==> src/rtl/cpu_pkg.sv <==
// Shared CPU definitions for the multiply sequencer: data width, register
// address width, sequencer state encoding and the iteration-count helper.
package cpu_pkg;

    localparam int XLEN  = 32;
    localparam int REG_W = 5;

    // Sequencer states: waiting for an issue, iterating, holding a result
    typedef enum logic [1:0] {
        IDLE = 2'd0,
        RUN  = 2'd1,
        DONE = 2'd2
    } mul_state_e;

    // Number of RUN cycles needed to consume all multiplier bits
    function automatic int MUL_ITERS(input int xlen, input int bits_per_cyc);
        return xlen / bits_per_cyc;
    endfunction

endpackage

==> src/rtl/mul_shift_add.sv <==
// Iterative shift-add multiplier datapath.
// Holds the accumulator and the a/b shift registers. Each step adds
// a * (low BITS_PER_CYC bits of b) into the accumulator, then shifts a left
// and b right by BITS_PER_CYC. prod_next is the accumulator value that the
// current step will write, so the controller can capture the final product
// on the same edge as the last step. b_zero reports that the b value left
// after the current step is zero (used for early termination).
module mul_shift_add #(
    parameter int XLEN         = 32,
    parameter int BITS_PER_CYC = 1
) (
    input  logic            clk,
    input  logic            rst_n,
    input  logic            load,
    input  logic            step,
    input  logic [XLEN-1:0] load_a,
    input  logic [XLEN-1:0] load_b,
    output logic [XLEN-1:0] prod_next,
    output logic            b_zero
);

    logic [XLEN-1:0] a_q, a_d;
    logic [XLEN-1:0] b_q, b_d;
    logic [XLEN-1:0] acc_q, acc_d;

    logic [XLEN-1:0] pp [BITS_PER_CYC];
    logic [XLEN-1:0] psum;
    logic [XLEN-1:0] a_shift;
    logic [XLEN-1:0] b_shift;

    // One shifted copy of a per multiplier bit consumed this cycle
    for (genvar gi = 0; gi < BITS_PER_CYC; gi++) begin : g_pp
        assign pp[gi] = b_q[gi] ? (a_q << gi) : '0;
    end

    // Sum the partial products of this cycle (overflow beyond XLEN dropped)
    always_comb begin
        psum = '0;
        for (int i = 0; i < BITS_PER_CYC; i++) begin
            psum = psum + pp[i];
        end
    end

    assign a_shift   = a_q << BITS_PER_CYC;
    assign b_shift   = b_q >> BITS_PER_CYC;
    assign prod_next = acc_q + psum;
    assign b_zero    = (b_shift == '0);

    // Load clears the accumulator; step advances one iteration
    always_comb begin
        a_d   = a_q;
        b_d   = b_q;
        acc_d = acc_q;
        if (load) begin
            a_d   = load_a;
            b_d   = load_b;
            acc_d = '0;
        end else if (step) begin
            a_d   = a_shift;
            b_d   = b_shift;
            acc_d = prod_next;
        end
    end

    // Datapath registers
    always_ff @(posedge clk or negedge rst_n) begin
        if (!rst_n) begin
            a_q   <= '0;
            b_q   <= '0;
            acc_q <= '0;
        end else begin
            a_q   <= a_d;
            b_q   <= b_d;
            acc_q <= acc_d;
        end
    end

endmodule

==> src/rtl/mul_seq_ctrl.sv <==
// Sequencer for the shared iterative multiplier placed after decode.
// Accepts one MUL at a time, runs mul_shift_add for a fixed number of
// cycles, flags RAW hazards against the pending destination and presents
// the product on a valid/ack writeback port. Destination r0 results are
// computed but silently dropped (no writeback, no hazard).
// Optional build macro: MUL_EARLY_EXIT_EN - terminate RUN as soon as the
// remaining multiplier bits are all zero.
module mul_seq_ctrl
    import cpu_pkg::*;
#(
    parameter int XLEN         = cpu_pkg::XLEN,
    parameter int BITS_PER_CYC = 1
) (
    input  logic             clk,
    input  logic             rst_n,
    input  logic             issue_valid,
    output logic             issue_ready,
    input  logic [XLEN-1:0]  issue_a,
    input  logic [XLEN-1:0]  issue_b,
    input  logic [REG_W-1:0] issue_rd,
    input  logic [REG_W-1:0] dec_ra,
    input  logic [REG_W-1:0] dec_rb,
    input  logic             dec_use_ra,
    input  logic             dec_use_rb,
    output logic             stall,
    output logic             busy,
    output logic             wb_valid,
    output logic [REG_W-1:0] wb_rd,
    output logic [XLEN-1:0]  wb_data,
    input  logic             wb_ack
);

    localparam int N     = MUL_ITERS(XLEN, BITS_PER_CYC);
    localparam int CNT_W = $clog2(N + 1);

    mul_state_e       state_q, state_d;
    logic [CNT_W-1:0] count_q, count_d;
    logic [REG_W-1:0] pend_rd_q, pend_rd_d;
    logic [REG_W-1:0] wb_rd_q, wb_rd_d;
    logic [XLEN-1:0]  wb_data_q, wb_data_d;

    logic             load;
    logic             step;
    logic             run_last;
    logic             early_exit;
    logic             hazard;
    logic             pend_live;
    logic [XLEN-1:0]  prod_next;
    logic             b_zero;

    mul_shift_add #(
        .XLEN         (XLEN),
        .BITS_PER_CYC (BITS_PER_CYC)
    ) u_mul (
        .clk       (clk),
        .rst_n     (rst_n),
        .load      (load),
        .step      (step),
        .load_a    (issue_a),
        .load_b    (issue_b),
        .prod_next (prod_next),
        .b_zero    (b_zero)
    );

`ifdef MUL_EARLY_EXIT_EN
    // Stop once no multiplier bits remain after this cycle's add
    assign early_exit = b_zero;
`else
    logic unused_b_zero;
    assign unused_b_zero = b_zero;
    assign early_exit    = 1'b0;
`endif

    // Last RUN cycle: iteration budget exhausted or nothing left to add
    assign run_last  = (count_q == CNT_W'(1)) || early_exit;
    assign pend_live = (pend_rd_q != '0);

    // State register
    always_ff @(posedge clk or negedge rst_n) begin
        if (!rst_n) begin
            state_q <= IDLE;
        end else begin
            state_q <= state_d;
        end
    end

    // Next-state logic; r0 results bypass DONE entirely
    always_comb begin
        state_d = state_q;
        case (state_q)
            IDLE: begin
                if (issue_valid) begin
                    state_d = RUN;
                end
            end
            RUN: begin
                if (run_last) begin
                    state_d = pend_live ? DONE : IDLE;
                end
            end
            DONE: begin
                if (wb_ack) begin
                    state_d = IDLE;
                end
            end
            default: state_d = IDLE;
        endcase
    end

    // Outputs and datapath controls decoded from the registered state
    always_comb begin
        issue_ready = (state_q == IDLE);
        busy        = (state_q != IDLE);
        wb_valid    = (state_q == DONE);
        load        = (state_q == IDLE) && issue_valid;
        step        = (state_q == RUN);
        hazard      = busy && pend_live &&
                      ((dec_use_ra && (dec_ra == pend_rd_q)) ||
                       (dec_use_rb && (dec_rb == pend_rd_q)));
        stall       = (issue_valid && !issue_ready) || hazard;
    end

    // Iteration count, pending destination and writeback capture
    always_comb begin
        count_d   = count_q;
        pend_rd_d = pend_rd_q;
        wb_rd_d   = wb_rd_q;
        wb_data_d = wb_data_q;
        if (load) begin
            count_d   = CNT_W'(N);
            pend_rd_d = issue_rd;
        end else if (step) begin
            if (run_last) begin
                count_d = '0;
                if (pend_live) begin
                    wb_rd_d   = pend_rd_q;
                    wb_data_d = prod_next;
                end
            end else begin
                count_d = count_q - CNT_W'(1);
            end
        end
    end

    // Control and writeback registers
    always_ff @(posedge clk or negedge rst_n) begin
        if (!rst_n) begin
            count_q   <= '0;
            pend_rd_q <= '0;
            wb_rd_q   <= '0;
            wb_data_q <= '0;
        end else begin
            count_q   <= count_d;
            pend_rd_q <= pend_rd_d;
            wb_rd_q   <= wb_rd_d;
            wb_data_q <= wb_data_d;
        end
    end

    assign wb_rd   = wb_rd_q;
    assign wb_data = wb_data_q;

endmodule

==> config.mk <==
export PLATFORM = sky130hd
export DESIGN_NAME = mul_seq_ctrl
export DESIGN_NICKNAME = d
export VERILOG_FILES = /design/src/rtl/cpu_pkg.sv /design/src/rtl/mul_shift_add.sv /design/src/rtl/mul_seq_ctrl.sv
export SDC_FILE = /design/constraint.sdc
export NUM_CORES = 1
export LEC_CHECK = 0
export CAP_MARGIN = 20
export CORE_UTILIZATION = 55
export CTS_BUF_LIST = sky130_fd_sc_hd__clkbuf_2
export DETAILED_ROUTE_END_ITERATION = 8
export GPL_ROUTABILITY_DRIVEN = 0
export PLACE_DENSITY = 0.89
export SKIP_CTS_REPAIR_TIMING = 1
export SLEW_MARGIN = 20
export SYNTH_ARGS = -nofsm -noshare
export SYNTH_HDL_FRONTEND = slang
export SYNTH_SLANG_ARGS = --single-unit
==> constraint.sdc <==
create_clock -name clk -period 3.32 [get_ports clk]
set_input_delay 0.83 -clock clk [delete_from_list [all_inputs] [get_ports clk]]
set_output_delay 0.83 -clock clk [all_outputs]
set_load 0.1 [all_outputs]
==> reports/metrics.yaml <==
outcome:
  status: "finished clean"
setup_path:
  crit_path_end_kind: "output port"
  rr_startpoint: "u_mul.b_q[0]$_DFFE_PN0P_"
  crit_chain: "xor2_1 -> nor4_1 -> nand3_1 -> nand2_1 -> a21oi_1 -> nor2_2 -> buf_12"
  r2r_end: "wb_data[26]$_DFFE_PN0P_"
  required_ns: 2.49
  cp_slowest_cell: "dfrtp_1"
  cp-endpoint: "stall"
  cp.depth: 7
  crit_type: "reg2out"
  crit_buf_inv: 1
  worstPathMaxFanout: 5
  worstSetupStartpoint: "pend_rd_q[4]$_DFFE_PN0P_"
  arrival_ns: 2.29
  critPathLaunchType: "flop"
  r2r_cells: 12
  cpPeakStageDelay_ns: 0.49
  cp_top_family: "simple AND/OR/NAND/NOR gates"
  rrSetupSlack_ns: 0.20
die:
  core_um2: 13900
  io_pins: 126
  row_count: 43
  dieWidth_um: 121
  initial_core_util_pct: 56.3
  die_h_um: 121
  die_area_um2: 14700
run:
  drv_cap: 0
hold_path:
  hold_start: "u_mul.b_q[6]$_DFFE_PN0P_"
  hp-class: "reg2reg"
cts:
  htree_num_levels: 4
  cts_buffers: 17
  cts_buffer_depth: 2
  cts_tree: "built"
  clk_latency_ns: 0.73
  clk_pin_slew_worst_paths_ns: 0.19
  ctsRootBufferMaster: "clkbuf_2"
  cts_sinks: 146
synthesis:
  syn_avg_cell_area_um2: 9.49
  syn_inst: 823
  synthFlopType: "dfrtp_1"
  syn_area_um2: 7810
  synth_top_family_by_area: "compound AO/OA/AOI/OAI gates"
  synth-seq-cells: 146
  synth_seq_area_share_pct: 46.8
  synth_cell_types: 62
  synthArstFlopShare_pct: 100
  synth_compound_area_share_pct: 19.3
  synth-adder-area-share_pct: 5.54
  synth_edf_count: 0
  yosysWarnings: 0
  yosys.area_share.simple_pct: 17.8
  synthXorXnorAreaFrac_pct: 4.77
  synthMuxAreaShare_pct: 2.88
  synth_fp_nets: 942
grt:
  grt_pass1_wl_um: 29800
  antenna_found_initial: 0
  grt-ovfl-total: 0
  grt_max_degree: 64
  grt_pass1_vias: 6231
  grt_use_total_pct: 26.2
timing:
  tightest_slew_ns: 0.909
  period_minus_slack_ns: 3.12
  slew_headroom_pct: 39.4
  drv_slew: 0
  finalCritPeriodShare_pct: 94.1
  clock_skew_ns: 0.0302
  max_freq_mhz: 320
  tns_ns: 0
  setup_viol: 0
  hold_viol: 0
  setup_ws_ns: 0.195
detailed_routing:
  drc: 0
  wl_per_cell_um: 15.9
  first_iter_violations: 370
  ant_nets: 0
  via_per_inst: 5.68
  wl_um: 17900
  vias: 6404
  first_pass_iters: 5
place:
  place_ws_ns: 0.128
  place_hpwl_um: 12800
  port-buffer-count: 125
power_and_ir_drop:
  ir_drop_mv: 0.467
  power.density_nw_per_um2: 1110
  power.leakage_nw: 4.58
layout:
  antennaDiodeCount: 0
  nets: 1053
  area_growth_pct: 20.3
  drive_gt1_share_pct: 14.4
[layout make-up]
type                       count  area [µm²]
fill                        1126        4490
clock buffer                  20         100
timing repair buffer         139        1290
inverter                       7        26.3
multi-input combinational    623        3950
sequential                   146        3660
clock inverter                12         140
tap                          180         225
[worst min path at each step]
stage                                     end  slack, ns  depth (start not counted)
floorplan           u_mul.a_q[31]$_DFFE_PN0P_       0.44                          2
global placement    u_mul.a_q[31]$_DFFE_PN0P_       0.46                          2
detailed placement  u_mul.a_q[31]$_DFFE_PN0P_       0.46                          2
CTS                  u_mul.a_q[7]$_DFFE_PN0P_      -0.03                          1
global route         u_mul.b_q[3]$_DFFE_PN0P_       0.51                          2
finish               u_mul.b_q[6]$_DFFE_PN0P_       0.50                          2
[state kept, by name (all words and copies together), names as in the netlist]
register,flops
count_q,6
wb_rd,5
pend_rd_q,5
wb_data,32
u_mul.acc_q,32
u_mul.b_q,32
u_mul.a_q,32
state_q,2
[metrics by stage]
step / cell area, µm² / power [mW] / std cells / hold WS [ns] / utilization (%)
2_1_floorplan: 7810 / 7.95 / 823 / 0.438 / -
3_3_place_gp: 9120 / 9.22 / 1092 / 0.458 / 65.7
3_5_place_dp: 9120 / 9.42 / 1092 / 0.463 / 65.7
4_1_cts: 9360 / 10.5 / 1124 / -0.0288 / 67.4
5_1_grt: 9400 / 11.2 / 1127 / 0.515 / 67.7
6_report: 9400 / 10.5 / 1127 / 0.498 / 67.7
[power breakdown]
| part | switching [mW] | internal, mW | leakage (nW) | total (mW) |
|---|---|---|---|---|
| combinational | 4.08 | 2.10 | 2.59 | 6.19 |
| clock | 0.620 | 0.421 | 0.156 | 1.04 |
| sequential | 0.612 | 2.63 | 1.83 | 3.24 |
[synthesized netlist by cell type, drive strengths merged, types with 3 or more instances]
cell	instances	area share [%]
clkbuf	42	2.2
nand2b	5	0.40
xnor2	18	2.0
buf	5	0.42
o21bai	3	0.29
a22o	12	1.3
and3	6	0.59
a211oi	5	0.67
a31oi	5	0.40
a21o	22	2.1
ha	33	5.3
xor2	22	2.5
nor2b	4	0.32
nor2	21	1.0
nand4	3	0.24
inv	7	0.34
dfrtp	146	47
a22oi	62	6.0
a21oi	31	2.1
nor3	4	0.26
o21ai	62	4.2
nand2	194	9.3
nand3	25	1.7
and2	38	3.1
mux2	20	2.9
[tightest hold or removal path: stages, from the launching register on]
cell and delay [ns]:
dfrtp_1 0.38, nand2_1 0.05, nand2_1 0.05
[kinds of logic after synthesis]
kind of cell / Yosys count
compound gates: 220
xor+xnor: 41
fa+ha+maj: 34
buf+inv: 54
flops: 146
mux: 20
simple gates: 308
[routing by layer]
| metal | vias to the layer above | track usage [%] | wire (µm) |
|---|---|---|---|
| met4 | 0 | 11.0 | 416 |
| met5 | - | 0 | 0 |
| met3 | 39 | 6.58 | 946 |
| met1 | 3062 | 32.7 | 7830 |
| met2 | 179 | 43.3 | 8680 |
| li1 | 3124 | - | - |
[cells in the final DEF (no fill, tap or decap), types with 4 or more instances in the layout]
cell type / n
clkdlybuf4s50_1: 83
clkinv_2: 5
a21o_1: 21
o21ai_1: 6
xor2_1: 22
nor3_1: 4
mux2_2: 20
buf_4: 51
a22oi_1: 62
nor2_1: 18
and2_1: 35
inv_1: 7
o21ai_2: 4
ha_1: 32
a21oi_1: 29
a31oi_1: 5
nand2_1: 194
o21ai_0: 52
dfrtp_1: 144
nand2b_1: 5
a22o_1: 12
clkbuf_2: 20
xnor2_1: 18
nand3_1: 24
No activity file was read; power rests on OpenSTA's default activity.
